**config.mk**
```make
export PLATFORM = sky130hd
export DESIGN_NAME = shift_seq_ctrl_flat
export DESIGN_NICKNAME = d
export VERILOG_FILES = /design/src/rtl/shift_pkg.sv /design/src/rtl/shift_seq_ctrl_if.sv /design/src/rtl/shift_dp.sv /design/src/rtl/shift_seq_ctrl.sv /design/src/flat_wrapper.sv
export SDC_FILE = /design/constraint.sdc
export NUM_CORES = 1
export LEC_CHECK = 0
export ABC_CLOCK_PERIOD_IN_PS = 2200
export CAP_MARGIN = 20
export CORE_MARGIN = 5
export CORE_UTILIZATION = 46
export CTS_CLUSTER_SIZE = 8
export DETAILED_ROUTE_END_ITERATION = 16
export HOLD_SLACK_MARGIN = 0.1
export PLACE_DENSITY = 0.8
export REMOVE_ABC_BUFFERS = 1
export SYNTH_ARGS = -nofsm -noshare
export SYNTH_HDL_FRONTEND = slang
export SYNTH_HIERARCHICAL = 1
export SYNTH_SLANG_ARGS = --single-unit
```
**constraint.sdc**
```tcl
create_clock -name clock -period 2.2 [get_ports clock]
set_input_delay 0.44 -clock clock [delete_from_list [all_inputs] [get_ports clock]]
set_output_delay 0.44 -clock clock [all_outputs]
set_load 0.01 [all_outputs]
```
**src/rtl/shift_pkg.sv**
```systemverilog
//==============================================================================
// shift_pkg : shared defaults, op encodings and FSM state encoding
// Revision  : 1.0
//==============================================================================
`default_nettype none

package shift_pkg;

   localparam int DEFAULT_WIDTH = 32;
   localparam int DEFAULT_SHW   = 5;

   typedef enum logic [1:0] {
      OP_SLL = 2'b00,
      OP_SRL = 2'b01,
      OP_SRA = 2'b10,
      OP_ROR = 2'b11
   } op_t;

   typedef enum logic [1:0] {
      IDLE  = 2'b00,
      SHIFT = 2'b01,
      DONE  = 2'b10
   } state_t;

endpackage

`default_nettype wire

```
**src/rtl/shift_seq_ctrl_if.sv**
```systemverilog
//==============================================================================
// shift_seq_ctrl_if : command/status bundle between issue logic and sequencer
// Revision          : 1.0
//==============================================================================
`default_nettype none

interface shift_seq_ctrl_if #(
   parameter int WIDTH = shift_pkg::DEFAULT_WIDTH,
   parameter int SHW   = shift_pkg::DEFAULT_SHW
);

   logic             start;
   logic [1:0]       op;
   logic [SHW-1:0]   amount;
   logic [WIDTH-1:0] data_in;
   logic             busy;
   logic             done;
   logic [WIDTH-1:0] result;

   modport master (
      output start, op, amount, data_in,
      input  busy, done, result
   );

   modport slave (
      input  start, op, amount, data_in,
      output busy, done, result
   );

endinterface

`default_nettype wire

```
**src/rtl/shift_dp.sv**
```systemverilog
//==============================================================================
// shift_dp : WIDTH-bit serial shift register with per-bit next-value mux
// Revision : 1.0
//==============================================================================
`default_nettype none

module shift_dp
   import shift_pkg::*;
#(
   parameter int WIDTH = DEFAULT_WIDTH
) (
   input  wire logic             clock,
   input  wire logic             resetn,
   input  wire logic             load,
   input  wire logic             shift_en,
   input  wire op_t              op,
   input  wire logic [WIDTH-1:0] data_in,
   output logic      [WIDTH-1:0] result
);

   logic [WIDTH-1:0] nxt;
   logic             fill;

   // Bit entering at the MSB for the three right-moving operations
   always_comb begin
      case (op)
         OP_SRA:  fill = result[WIDTH-1];
         OP_ROR:  fill = result[0];
         default: fill = 1'b0;
      endcase
   end

   for (genvar i = 0; i < WIDTH; i++) begin : g_bit
      if (i == 0) begin : g_lsb
         assign nxt[i] = (op == OP_SLL) ? 1'b0 : result[i+1];
      end else if (i == WIDTH - 1) begin : g_msb
         assign nxt[i] = (op == OP_SLL) ? result[i-1] : fill;
      end else begin : g_mid
         assign nxt[i] = (op == OP_SLL) ? result[i-1] : result[i+1];
      end
   end

   always_ff @(posedge clock or negedge resetn) begin
      if (!resetn) begin
         result <= '0;
      end else if (load) begin
         result <= data_in;
      end else if (shift_en) begin
         result <= nxt;
      end
   end

endmodule

`default_nettype wire

```
**src/rtl/shift_seq_ctrl.sv**
```systemverilog
//==============================================================================
// shift_seq_ctrl : sequences a bit-serial shift, one position per clock
// Revision       : 1.0
//==============================================================================
`default_nettype none

module shift_seq_ctrl
   import shift_pkg::*;
#(
   parameter int WIDTH = DEFAULT_WIDTH,
   parameter int SHW   = DEFAULT_SHW
) (
   input wire logic         clock,
   input wire logic         resetn,
   shift_seq_ctrl_if.slave  bus
);

   state_t         state;
   state_t         state_nxt;
   logic [SHW-1:0] count;
   op_t            op_q;
   logic           load;
   logic           shift_en;

   always_ff @(posedge clock or negedge resetn) begin
      if (!resetn) begin
         state <= IDLE;
      end else begin
         state <= state_nxt;
      end
   end

   always_comb begin
      state_nxt = state;
      load      = 1'b0;
      shift_en  = 1'b0;
      case (state)
         IDLE: begin
            if (bus.start) begin
               load      = 1'b1;
               state_nxt = (bus.amount == '0) ? DONE : SHIFT;
            end
         end
         SHIFT: begin
            shift_en = 1'b1;
            if (count == SHW'(1)) begin
               state_nxt = DONE;
            end
         end
         DONE:    state_nxt = IDLE;
         default: state_nxt = IDLE;
      endcase
   end

   // op and amount are captured only on the accepted start edge
   always_ff @(posedge clock or negedge resetn) begin
      if (!resetn) begin
         count <= '0;
         op_q  <= OP_SLL;
      end else if (load) begin
         count <= bus.amount;
         op_q  <= op_t'(bus.op);
      end else if (shift_en) begin
         count <= count - SHW'(1);
      end
   end

   assign bus.busy = (state != IDLE);
   assign bus.done = (state == DONE);

   shift_dp #(
      .WIDTH (WIDTH)
   ) u_dp (
      .clock    (clock),
      .resetn   (resetn),
      .load     (load),
      .shift_en (shift_en),
      .op       (op_q),
      .data_in  (bus.data_in),
      .result   (bus.result)
   );

endmodule

`default_nettype wire
```
**src/flat_wrapper.sv**
```systemverilog
// flat-port wrapper written by rule: the top's interface ports become plain ports
module shift_seq_ctrl_flat import shift_pkg::*;
#(
   parameter int WIDTH = DEFAULT_WIDTH,
   parameter int SHW   = DEFAULT_SHW
)
  (clock, resetn, bus_start, bus_op, bus_amount, bus_data_in, bus_busy, bus_done, bus_result);
  shift_seq_ctrl_if #(.WIDTH(WIDTH), .SHW(SHW)) bus_i ();
  input wire logic clock;
  input wire logic resetn;
  input wire logic [$bits(bus_i.start)-1:0] bus_start;
  input wire logic [$bits(bus_i.op)-1:0] bus_op;
  input wire logic [$bits(bus_i.amount)-1:0] bus_amount;
  input wire logic [$bits(bus_i.data_in)-1:0] bus_data_in;
  output wire logic [$bits(bus_i.busy)-1:0] bus_busy;
  output wire logic [$bits(bus_i.done)-1:0] bus_done;
  output wire logic [$bits(bus_i.result)-1:0] bus_result;
  assign bus_i.start = bus_start;
  assign bus_i.op = bus_op;
  assign bus_i.amount = bus_amount;
  assign bus_i.data_in = bus_data_in;
  assign bus_busy = bus_i.busy;
  assign bus_done = bus_i.done;
  assign bus_result = bus_i.result;
  shift_seq_ctrl #(.WIDTH(WIDTH), .SHW(SHW)) u_core (.clock(clock), .resetn(resetn), .bus(bus_i));
endmodule
```
==> results of run 1 <==
==> power by group through the flow <==
stage	Clock, mW	Combinational [mW]	Sequential [mW]
6_report	0.718	2.71	1.49
5_1_grt	0.761	2.95	1.55
4_1_cts	0.730	2.72	1.49
3_5_place_dp	0	2.70	1.50
3_3_place_gp	0	2.62	1.49
2_1_floorplan	0	1.45	1.52
==> logic make-up (layout without fill, tap and decap cells) <==
kind of cell    Yosys count  after routing  synth area share, %
simple gates             66             66                 18.1
mux                      30             30                 12.9
fa+ha+maj                 2              2                 1.07
compound gates           73             73                 17.0
buf+inv                  28            104                 7.02
flops                    41             41                 43.9
==> per-layer routing <==
metal,up-vias,part of all wire [%],wire [microns],track usage (%)
met3,4,8.3,505,6.43
met1,1018,45,2740,25.7
li1,1021,-,-,-
met2,63,46,2800,30.2
met4,0,0.41,25,4.22
met5,-,0,0,0
==> path summary, 6_finish.rpt <==
kind,depth (start not counted),slack (ns),to,from
worst min-delay path,2,0.48,u_core/count[4],resetn
worst max-delay path,2,0.27,bus_busy,u_core/state[0]
worst min register to register,1,0.48,u_core/state[1],u_core/state[1]
worst max register to register,6,0.46,u_core/u_dp/result[15],u_core/state[0]
max in group asynchronous,3,1.24,u_core/u_dp/result[20],resetn
min in group clock,1,0.48,u_core/state[1],u_core/state[1]
==> per-stage QoR <==
stage / power, mW / worst slack (ns) / instances / utilization, % / hold WS [ns]
after floorplan: 2.97 / -0.0144 / 221 / - / 0.144
after global placement: 4.11 / 0.0601 / 377 / 63.3 / 0.267
after detailed placement: 4.20 / 0.00359 / 377 / 63.3 / 0.269
after CTS: 4.94 / 0.253 / 386 / 66.2 / 0.479
after global routing: 5.27 / 0.203 / 386 / 66.2 / 0.482
final: 4.92 / 0.265 / 386 / 66.2 / 0.481
==> worst max-delay path: cells and delay by family, from the launching register on <==
kind / cells / cell delay [ns]
DFF: 1 / 0.43
and+or+nand+nor: 1 / 0.29
buffers and inverters: 1 / 0.48
==> synthesized netlist by cell type, drive strengths merged (6+ instances only) <==
library cell | instances | share of area, %
a21oi | 33 | 7.1
buf | 12 | 3.8
clkbuf | 7 | 1.3
dfrtp | 41 | 44
inv | 8 | 1.3
mux2i | 30 | 13
nand2 | 11 | 1.8
nor2 | 6 | 1.4
nor3b | 30 | 9.6
o21ai | 31 | 6.6
==> flip-flops by register name (all words and copies together) (netlist names) <==
register            count
u_core/state            2
u_core/u_dp/result     32
u_core/count            5
u_core/op_q             2
==> layout make-up <==
cell class                      count  area [sq um]  share of cell area (%)
Inverter                            9          46.3                    1.40
Timing Repair Buffer               87           876                    26.4
Clock inverter                      3          65.1                    1.96
Clock buffer                        5          68.8                    2.08
Multi-Input combinational cell    171          1140                    34.5
Tap cell                           70          87.6                    2.64
Sequential cell                    41          1030                    31.0
==> summary.txt, run 1 <==
Synth
  • Prevailing post-synth register cell: sky130_fd_sc_hd__dfrtp_1
  • Distinct cells, synth: 36
  • Mean Syn Cell Area: 9.73 sq um
  • Portion of the post-synthesis area used by sequential elements: between 40% and 50%
  • Fraction of registers with async set or reset after synthesis: 100%
  • Synthesized flop and latch total: 41
  • Number of synthesized flops with an enable pin: 0
  • Synthesized instance count: 240
  • Yosys Warn Count: 6
  • Total standard cell area after synthesis: between 2000 and 2500 sq um

Place
  • Area after detailed placement: around 3200 sq um
  • Global placer's final weighted congestion: 0.851
  • Quantity of I/O buffers inserted on ports: between 70 and 80
  • Total half-perimeter wirelength after legalization and detailed placement: 4380 microns

Timing
  • Worst-Margin Slew: between 0.4 and 0.5 ns
  • Setup repair after global routing missed its margin: no
  • Hold Violations, Final: 0
  • Period utilization: 88.0%
  • Worst slew margin relative to its limit: between 60% and 70%
  • Worst setup skew after layout: approximately 0.0067 ns
  • Peak clock frequency supported by timing: 517 MHz
  • Setup violation total in the final timing report: 0
  • Final Slew Violations: 0
  • Final TNS setup: 0 ns
  • Tmin final: roughly 1.9 ns

Drt
  • Final antenna-violating net count: 0
  • Number of vias per cell after detailed routing: roughly 5.5
  • Count of unresolved DRC violations after routing: 0
  • Routed WL: just over 6000 microns
  • Average wire per standard cell: ~16 microns
  • Detailed-routing iteration count for the pre-antenna-repair pass: 4
  • Initial detailed-routing violation count: 125
  • Total number of vias: 2106

Power
  • Static Leakage: approximately 1.4 nW
  • Clock group share of total power: roughly 15%
  • Highest ir drop seen on vdd: 749 uV
  • Comb pwr share: 55.0%
  • Sequential group share of total power: about 30%
  • Switching fraction of total power: between 30% and 40%
  • Cell Int Power: just under 3 mW
  • Net switching power figure: a little under 2 mW
  • Power per standard cell area: between 1000 and 1500 nW/um^2

Global routing
  • Initial antenna violation count: 0
  • Total congestion overflow: 0
  • Global-route wire length before repair: slightly below 10000 microns
  • GRT Resource Usage Total: about a fifth
  • Largest net degree at the start of global routing: 28
  • Number of global-route vias before repair: just over 2000

Floorplanning
  • Die width: between 80 and 90 microns
  • Io pins: between 70 and 80
  • Starting utilization of the core area: between 40% and 50%
  • Die height: 81.2 microns
  • Standard-cell row count: 26
  • Die Outline Area: approximately 6600 sq um
  • Floorplan Core Area: 5010 sq um

CTS
  • Number of sinks handled by clock tree synthesis: a little over 40
  • H-tree level count: 2
  • Clock insertion delay at the later pin of the skew report: approximately 0.30 ns
  • # Post-CTS Setup Buffers: 0
  • Clk slew on worst S/H paths: 0.08 ns
  • Number of buffers inserted for hold repair after clock tree synthesis: 1
  • Resized Gates After CTS: 0
  • Number of buffers added by the clock tree synthesis step: 5
  • Maximum clock insertion buffer count: 2
  • Clk root buf: sky130_fd_sc_hd__clkbuf_8
  • CTS tree: done

Layout
  • Finished layout cell area: between 3000 and 4000 sq um
  • Antenna cell count: 0
  • Most used cells in the layout excluding fill and tap cells: sky130_fd_sc_hd__clkdlybuf4s50_1, sky130_fd_sc_hd__dfrtp_1, sky130_fd_sc_hd__a21oi_1
  • Share of post-route cells with drive strength above 1: a little under 8%
  • Filler cell count: around 420
  • Area growth, synth to finish: 42.0%
  • Most common cell after layout, fill and taps aside: sky130_fd_sc_hd__clkdlybuf4s50_1
  • Net count, final: approximately 360

Setup path
  • Critical path capture point type: primary output
  • CP max-delay cell: sky130_fd_sc_hd__clkdlybuf4s50_1
  • Arrival time reported for the critical path endpoint: ~1.5 ns
  • Kind of start point of the critical path: flip-flop
  • Critical path class: flip-flop to primary output
  • Delay of the slowest cell on the worst path: approximately 0.48 ns
  • Crit Path Max Fanout: 6
  • Cell-by-cell listing of the critical path: or2_2 -> clkdlybuf4s50_1
  • Required time worst endpoint: approximately 1.8 ns

Status
  • Run status: finished clean

Worst hold path
  • Worst min-delay path category: input pin to asynchronous set/reset pin

Run
  • Max-cap viol count: 0
No activity file was read; power rests on OpenSTA's default activity.
==> run 2: changes to the inputs <==
--- a/config.mk
+++ b/config.mk
@@ -7,12 +7,13 @@
 export LEC_CHECK = 0
 export ABC_CLOCK_PERIOD_IN_PS = 2200
 export CAP_MARGIN = 20
+export CORE_ASPECT_RATIO = 0.6
 export CORE_MARGIN = 5
-export CORE_UTILIZATION = 46
+export CORE_UTILIZATION = 50
 export CTS_CLUSTER_SIZE = 8
 export DETAILED_ROUTE_END_ITERATION = 16
+export DONT_BUFFER_PORTS = 1
 export HOLD_SLACK_MARGIN = 0.1
-export PLACE_DENSITY = 0.8
 export REMOVE_ABC_BUFFERS = 1
 export SYNTH_ARGS = -nofsm -noshare
 export SYNTH_HDL_FRONTEND = slang
==> run 2 against run 1 <==
Core utilization shrank 11 points. Sequential power grew 11%. First-iteration DRC count shrank 49%. Critical path depth grew 4. Largest cell class unchanged.
==> summary.txt, run 2 (synthesized netlist as in run 1, its figures left out) <==
Floorplanning
  • Floorplan Core Area: 4540 sq um (-9.4%)
  • Die height: 62.9 microns (-23%)
  • Starting utilization of the core area: 51.4% (+4.8 points)
  • Die Outline Area: 6180 sq um (-6.3%)
  • Die width: 98.2 microns (+21%)
  • Standard-cell row count: 19 (-27%)
  • Io pins: 76 (unchanged)

Global routing
  • Number of global-route vias before repair: 1820 (-12%)
  • Total congestion overflow: 0 (unchanged)
  • Largest net degree at the start of global routing: 49 (+75%)
  • Initial antenna violation count: 0 (unchanged)
  • GRT Resource Usage Total: 18.8% (-0.42 points)
  • Global-route wire length before repair: 9360 microns (-5.8%)

Layout
  • Most common cell after layout, fill and taps aside: sky130_fd_sc_hd__dfrtp_1
  • Area growth, synth to finish: 7.61%
  • Finished layout cell area: 2510 sq um (-24%)
  • Max FFs per register: 32 (unchanged)
  • Share of post-route cells with drive strength above 1: 8.02% (+0.11 points)
  • Filler cell count: 404 (-4.3%)
  • Net count, final: 280 (-22%)
  • Fin util: 55.3% (-11 points)
  • Most used cells in the layout excluding fill and tap cells: sky130_fd_sc_hd__dfrtp_1, sky130_fd_sc_hd__a21oi_1, sky130_fd_sc_hd__mux2i_1, sky130_fd_sc_hd__nor3b_1, sky130_fd_sc_hd__o21ai_1
  • Largest regs: u_core/u_dp/result (32), u_core/count (5)
  • Register with the most flip-flops: u_core/u_dp/result
  • Antenna cell count: 0 (unchanged)

Setup path
  • Critical path class: flip-flop to flip-flop
  • Buffer and inverter count on the worst path: 2 (+1)
  • Delay of the slowest cell on the worst path: 0.55 ns (+0.07 ns)
  • Arrival time reported for the critical path endpoint: 1.98 ns (+0.49 ns)
  • Critical path capture point type: flip-flop
  • Crit Path Max Fanout: 48 (+42)
  • Required time worst endpoint: 2.37 ns (+0.61 ns)
  • CP max-delay cell: sky130_fd_sc_hd__or3b_1
  • Cell family with the largest share of critical-path delay: simple AND/OR/NAND/NOR gates
  • Cell-by-cell listing of the critical path: or3b_1 -> clkinv_8 -> buf_12 -> nor3b_1 -> a21oi_1 -> o21ai_1
  • Kind of start point of the critical path: flip-flop

Place
  • Global placer's final weighted congestion: 0.795 (-6.6%)
  • Area after detailed placement: 2370 sq um (-25%)
  • Quantity of I/O buffers inserted on ports: 0 (-100%)
  • Total half-perimeter wirelength after legalization and detailed placement: 4010 microns (-8.5%)

Status
  • Run status: finished clean

CTS
  • Number of buffers added by the clock tree synthesis step: 5 (unchanged)
  • Clock insertion delay at the later pin of the skew report: 0.29 ns (about the same)
  • Maximum clock insertion buffer count: 2 (unchanged)
  • Resized Gates After CTS: 0 (unchanged)
  • H-tree level count: 2 (unchanged)
  • Number of sinks handled by clock tree synthesis: 41 (unchanged)
  • Clk root buf: sky130_fd_sc_hd__clkbuf_8
  • CTS tree: done
  • Clk slew on worst S/H paths: 0.08 ns (about the same)

Drt
  • Initial detailed-routing violation count: 64 (-49%)
  • Detailed-routing iteration count for the pre-antenna-repair pass: 4 (unchanged)
  • Number of vias per cell after detailed routing: 6.05 (+11%)
  • Total number of vias: 1816 (-14%)
  • Count of unresolved DRC violations after routing: 0 (unchanged)
  • Average wire per standard cell: 19.0 microns (+21%)
  • Final antenna-violating net count: 0 (unchanged)
  • Routed WL: 5700 microns (-6.2%)

Timing
  • Setup repair after global routing missed its margin: no
  • Setup violation total in the final timing report: 0 (unchanged)
  • Peak clock frequency supported by timing: 552 MHz (+6.8%)
  • Period utilization: 82.4% (-5.6 points)
  • Hold Violations, Final: 0 (unchanged)
  • Worst-Margin Slew: 0.530 ns (+0.0691 ns)
  • Final Slew Violations: 0 (unchanged)
  • Tmin final: 1.81 ns (-0.123 ns)
  • Worst setup skew after layout: 0.00691 ns (+0.000255 ns)
  • Worst slew margin relative to its limit: 64.7% (-4.5 points)

Power
  • Power per standard cell area: 1670 nW/um^2 (+13%)
  • Highest ir drop seen on vdd: 641 uV (-14%)
  • Static Leakage: 1.05 nW (-23%)

Worst hold path
  • Worst min-delay path category: input pin to flip-flop

Run
  • Max-cap viol count: 0 (unchanged)
==> run 2: changes by cell type in the layout (fill, tap and decap cells not counted), sizes merged <==
cell           change
clkdlybuf4s50     -74
buf                -5
clkbuf             +2
bufinv             -1
clkinv             -1
==> run 2: final timing paths <==
| kind | slack [ns] | cells after the start | from | end |
|---|---|---|---|---|
| setup reg to reg | 0.39 | 6 | u_core/state[1] | u_core/u_dp/result[4] |
| hold reg to reg | 0.48 | 1 | u_core/state[1] | u_core/state[1] |
| hold / removal | 0.26 | 2 | bus_op[0] | u_core/op_q[0] |
| min in group asynchronous | 0.60 | 2 | resetn | u_core/u_dp/result[1] |
| max in group asynchronous | 1.38 | 2 | resetn | u_core/count[0] |
| setup / recovery | 0.39 | 6 | u_core/state[1] | u_core/u_dp/result[4] |
==> run 2: metrics by stage <==
step	instances	power [mW]	hold WS (ns)	TNS [ns]	worst slack (ns)
final	300	4.21	0.256	0	0.388
after floorplan	221	2.97	0.144	-0.0144	-0.0144
after global placement	290	3.46	0.145	0	0.467
after detailed placement	290	3.57	0.145	0	0.405
after CTS	300	4.22	0.250	0	0.400
after global routing	300	4.56	0.247	0	0.265
==> run 2: report_power, final <==
group / switching (mW) / internal [mW]
Combinational: 1.04 / 0.873
Clock: 0.261 / 0.370
Sequential: 0.552 / 1.11
==> run 2: layer usage <==
metal | vias to the layer above | wire (microns) | track usage (%)
li1 | 862 | - | -
met3 | 9 | 393 | 6.24
met5 | - | 0 | 0
met4 | 0 | 78 | 5.45
met1 | 885 | 2570 | 24.3
met2 | 60 | 2660 | 30.1
==> run 2: repair_timing <==
item	4_1_cts	5_1_grt
endpoints found under the hold margin	41	0
hold buffers	2	0
buffers inserted	0	0
==> run 2: area by class of cell <==
| type | count | area [sq um] | area share [%] |
|---|---|---|---|
| flip-flops and latches | 41 | 1030 | 40.8 |
| clock inverters | 1 | 30.0 | 1.20 |
| well taps | 63 | 78.8 | 3.14 |
| inverters | 9 | 46.3 | 1.84 |
| repair buffers | 8 | 100 | 3.98 |
| clock buffers | 7 | 86.3 | 3.44 |
| multi-input cells | 171 | 1140 | 45.6 |
==> run 2: worst reg2reg max path, stage by stage (launching register included) <==
cell and delay, ns:
sky130_fd_sc_hd__dfrtp_1 0.41, sky130_fd_sc_hd__or3b_1 0.55, sky130_fd_sc_hd__clkinv_8 0.18, sky130_fd_sc_hd__buf_12 0.23, sky130_fd_sc_hd__nor3b_1 0.09, sky130_fd_sc_hd__a21oi_1 0.15, sky130_fd_sc_hd__o21ai_1 0.09
==> run 3: changes to the inputs <==
--- a/config.mk
+++ b/config.mk
@@ -5,7 +5,7 @@
 export SDC_FILE = /design/constraint.sdc
 export NUM_CORES = 1
 export LEC_CHECK = 0
-export ABC_CLOCK_PERIOD_IN_PS = 2200
+export ABC_CLOCK_PERIOD_IN_PS = 1800
 export CAP_MARGIN = 20
 export CORE_ASPECT_RATIO = 0.6
 export CORE_MARGIN = 5
==> constraint.sdc (replaced) <==
create_clock -name clock -period 1.8 [get_ports clock]
set_input_delay 0.36 -clock clock [delete_from_list [all_inputs] [get_ports clock]]
set_output_delay 0.36 -clock clock [all_outputs]
set_load 0.01 [all_outputs]
==> run 3 against run 2 <==
Clock skew shrank 0.0053 ns. Critical path depth down 1. Sequential share of layout area fell by 0.50 points. Critical endpoint is now u_core/u_dp/result[12].
==> summary.txt, run 3 (synthesized netlist as in run 1, its figures left out) <==
Timing
  • Setup violation total in the final timing report: 0 (unchanged)
  • Setup repair after global routing missed its margin: no
  • Hold Violations, Final: 0 (unchanged)
  • Period utilization: 93.2% (+11 points)
  • Final Slew Violations: 0 (unchanged)
  • Tmin final: 1.68 ns (-0.135 ns)
  • Worst slew margin relative to its limit: 67.5% (+2.8 points)
  • Worst-Margin Slew: 0.480 ns (-0.0495 ns)
  • Worst setup skew after layout: 0.00157 ns (-0.00534 ns)
  • Peak clock frequency supported by timing: 596 MHz (+8.1%)

Floorplanning
  • Die height: 62.9 microns (unchanged)
  • Standard-cell row count: 19 (unchanged)
  • Floorplan Core Area: 4540 sq um (unchanged)
  • Io pins: 76 (unchanged)
  • Die width: 98.2 microns (unchanged)
  • Die Outline Area: 6180 sq um (unchanged)
  • Starting utilization of the core area: 51.4% (unchanged)

CTS
  • Maximum clock insertion buffer count: 2 (unchanged)
  • Clock insertion delay at the later pin of the skew report: 0.28 ns (about the same)
  • H-tree level count: 2 (unchanged)
  • Number of sinks handled by clock tree synthesis: 41 (unchanged)
  • CTS tree: done
  • Clk slew on worst S/H paths: 0.08 ns (about the same)
  • Clk root buf: sky130_fd_sc_hd__clkbuf_8
  • Number of buffers added by the clock tree synthesis step: 5 (unchanged)

Layout
  • Fin util: 56.0% (+0.69 points)
  • Net count, final: 282 (+0.71%)
  • Max FFs per register: 32 (unchanged)
  • Share of post-route cells with drive strength above 1: 8.79% (+0.77 points)
  • Largest regs: u_core/u_dp/result (32), u_core/count (5)
  • Area growth, synth to finish: 8.95%
  • Final std cells w/o fill: 302 (+0.67%)
  • Finished layout cell area: 2540 sq um (+1.2%)
  • Register with the most flip-flops: u_core/u_dp/result
  • Most used cells in the layout excluding fill and tap cells: sky130_fd_sc_hd__dfrtp_1, sky130_fd_sc_hd__a21oi_1, sky130_fd_sc_hd__mux2i_1, sky130_fd_sc_hd__nor3b_1, sky130_fd_sc_hd__o21ai_1
  • Antenna cell count: 0 (unchanged)
  • Most common cell after layout, fill and taps aside: sky130_fd_sc_hd__dfrtp_1

Drt
  • Number of vias per cell after detailed routing: 6.01 (-0.72%)
  • Routed WL: 5460 microns (-4.2%)
  • Detailed-routing iteration count for the pre-antenna-repair pass: 4 (unchanged)
  • Initial detailed-routing violation count: 78 (+22%)
  • Total number of vias: 1815 (-0.055%)
  • Count of unresolved DRC violations after routing: 0 (unchanged)
  • Final antenna-violating net count: 0 (unchanged)
  • Average wire per standard cell: 18.1 microns (-4.9%)

Power
  • Highest ir drop seen on vdd: 897 uV (+40%)
  • Power per standard cell area: 2030 nW/um^2 (+21%)
  • Static Leakage: 1.06 nW (+1.5%)

Global routing
  • Largest net degree at the start of global routing: 49 (unchanged)
  • Number of global-route vias before repair: 1923 (+5.7%)
  • Initial antenna violation count: 0 (unchanged)
  • GRT Resource Usage Total: 18.5% (-0.34 points)
  • Total congestion overflow: 0 (unchanged)
  • Global-route wire length before repair: 9420 microns (+0.59%)

Place
  • Total half-perimeter wirelength after legalization and detailed placement: 3890 microns (-2.8%)
  • Area after detailed placement: 2390 sq um (+1.2%)
  • Global placer's final weighted congestion: 0.774 (-2.6%)
  • Placed cell count: 292 (+0.69%)
  • Quantity of I/O buffers inserted on ports: 0 (unchanged)

Setup path
  • Worst flop-to-flop path endpoint: u_core/u_dp/result[12]
  • Required time worst endpoint: 1.97 ns (-0.40 ns)
  • Setup slack, reg-to-reg: 0.12 ns (-0.26 ns)
  • CP max-delay cell: sky130_fd_sc_hd__or3b_1
  • Arrival time reported for the critical path endpoint: 1.84 ns (-0.14 ns)
  • Kind of start point of the critical path: flip-flop
  • R2r startpoint: u_core/state[1]
  • CP Launch Point: u_core/state[1]
  • FF-to-FF path depth: 5 (-1)
  • Critical path class: flip-flop to flip-flop
  • Delay of the slowest cell on the worst path: 0.51 ns (-0.04 ns)
  • Cell-by-cell listing of the critical path: or3b_1 -> clkinv_8 -> nand2b_1 -> buf_6 -> o21ai_1
  • Crit Path Max Fanout: 19 (-60%)
  • Critical path capture point type: flip-flop

Worst hold path
  • Hold-critical path endpoint: u_core/op_q[0]
  • Worst min-delay path category: input pin to flip-flop
  • WHS Path Cells: 2 (unchanged)
  • Worst hold path startpoint: bus_op[0]

Status
  • Run status: finished clean

Run
  • Max-cap viol count: 0 (unchanged)
==> run 3: cell count changes in the layout (fill, tap and decap cells not counted) <==
cell	before	now
sky130_fd_sc_hd__buf_12	3	4
sky130_fd_sc_hd__buf_6	0	1
==> run 3: what timing repair did <==
action / 4_1_cts / 5_1_grt
hold endpoints to repair: 41 / 0
setup buffers: 0 / 0
resized for setup: 0 / 1
setup endpoints to repair: 0 / 17
hold buffers: 2 / 0
==> run 3: per-stage QoR <==
step                      power (mW)  setup WS, ns  hold WS [ns]  setup TNS [ns]
after CTS                       5.20        0.0782         0.167               0
after detailed placement        4.40        0.0875        0.0652               0
final                           5.16         0.123         0.176               0
after global routing            5.59        0.0123         0.165               0
after floorplan                 3.63        -0.387        0.0644           -8.11
after global placement          4.26         0.172        0.0653               0
==> run 3: final cells by class <==
class	instances	area [sq um]
sequential	41	1030
clock buffer	7	86.3
tap	63	78.8
fill	414	2000
clock inverter	1	30.0
timing repair buffer	10	131
multi-input combinational	171	1140
inverter	9	46.3
==> run 3: how the worst max path moves through the flow <==
stage,to,slack [ns],depth (start not counted)
finish,u_core/u_dp/result[12],0.12,5
global route,u_core/u_dp/result[2],0.01,6
CTS,u_core/u_dp/result[12],0.08,5
detailed placement,u_core/u_dp/result[12],0.09,5
global placement,u_core/u_dp/result[15],0.17,5
floorplan,u_core/u_dp/result[31],-0.39,5
==> run 3: routing by layer <==
layer / vias to the layer above / share of wire [%] / global-route usage, %
met4: 0 / 0.93 / 5.11
met2: 60 / 47 / 30.6
met1: 886 / 45 / 23.2
li1: 863 / - / -
met3: 6 / 7.7 / 6.02
met5: - / 0 / 0
==> run 3: critical path: cells and delay by family, from the launching register on <==
kind | cells | cell delay [ns]
and+or+nand+nor | 2 | 0.71
buffers and inverters | 2 | 0.33
AOI/OAI and AO/OA | 1 | 0.11
DFF | 1 | 0.41
==> run 3: where the power goes <==
group,switching [mW],internal [mW]
clock network,0.306,0.452
logic,1.27,1.12
registers,0.658,1.36
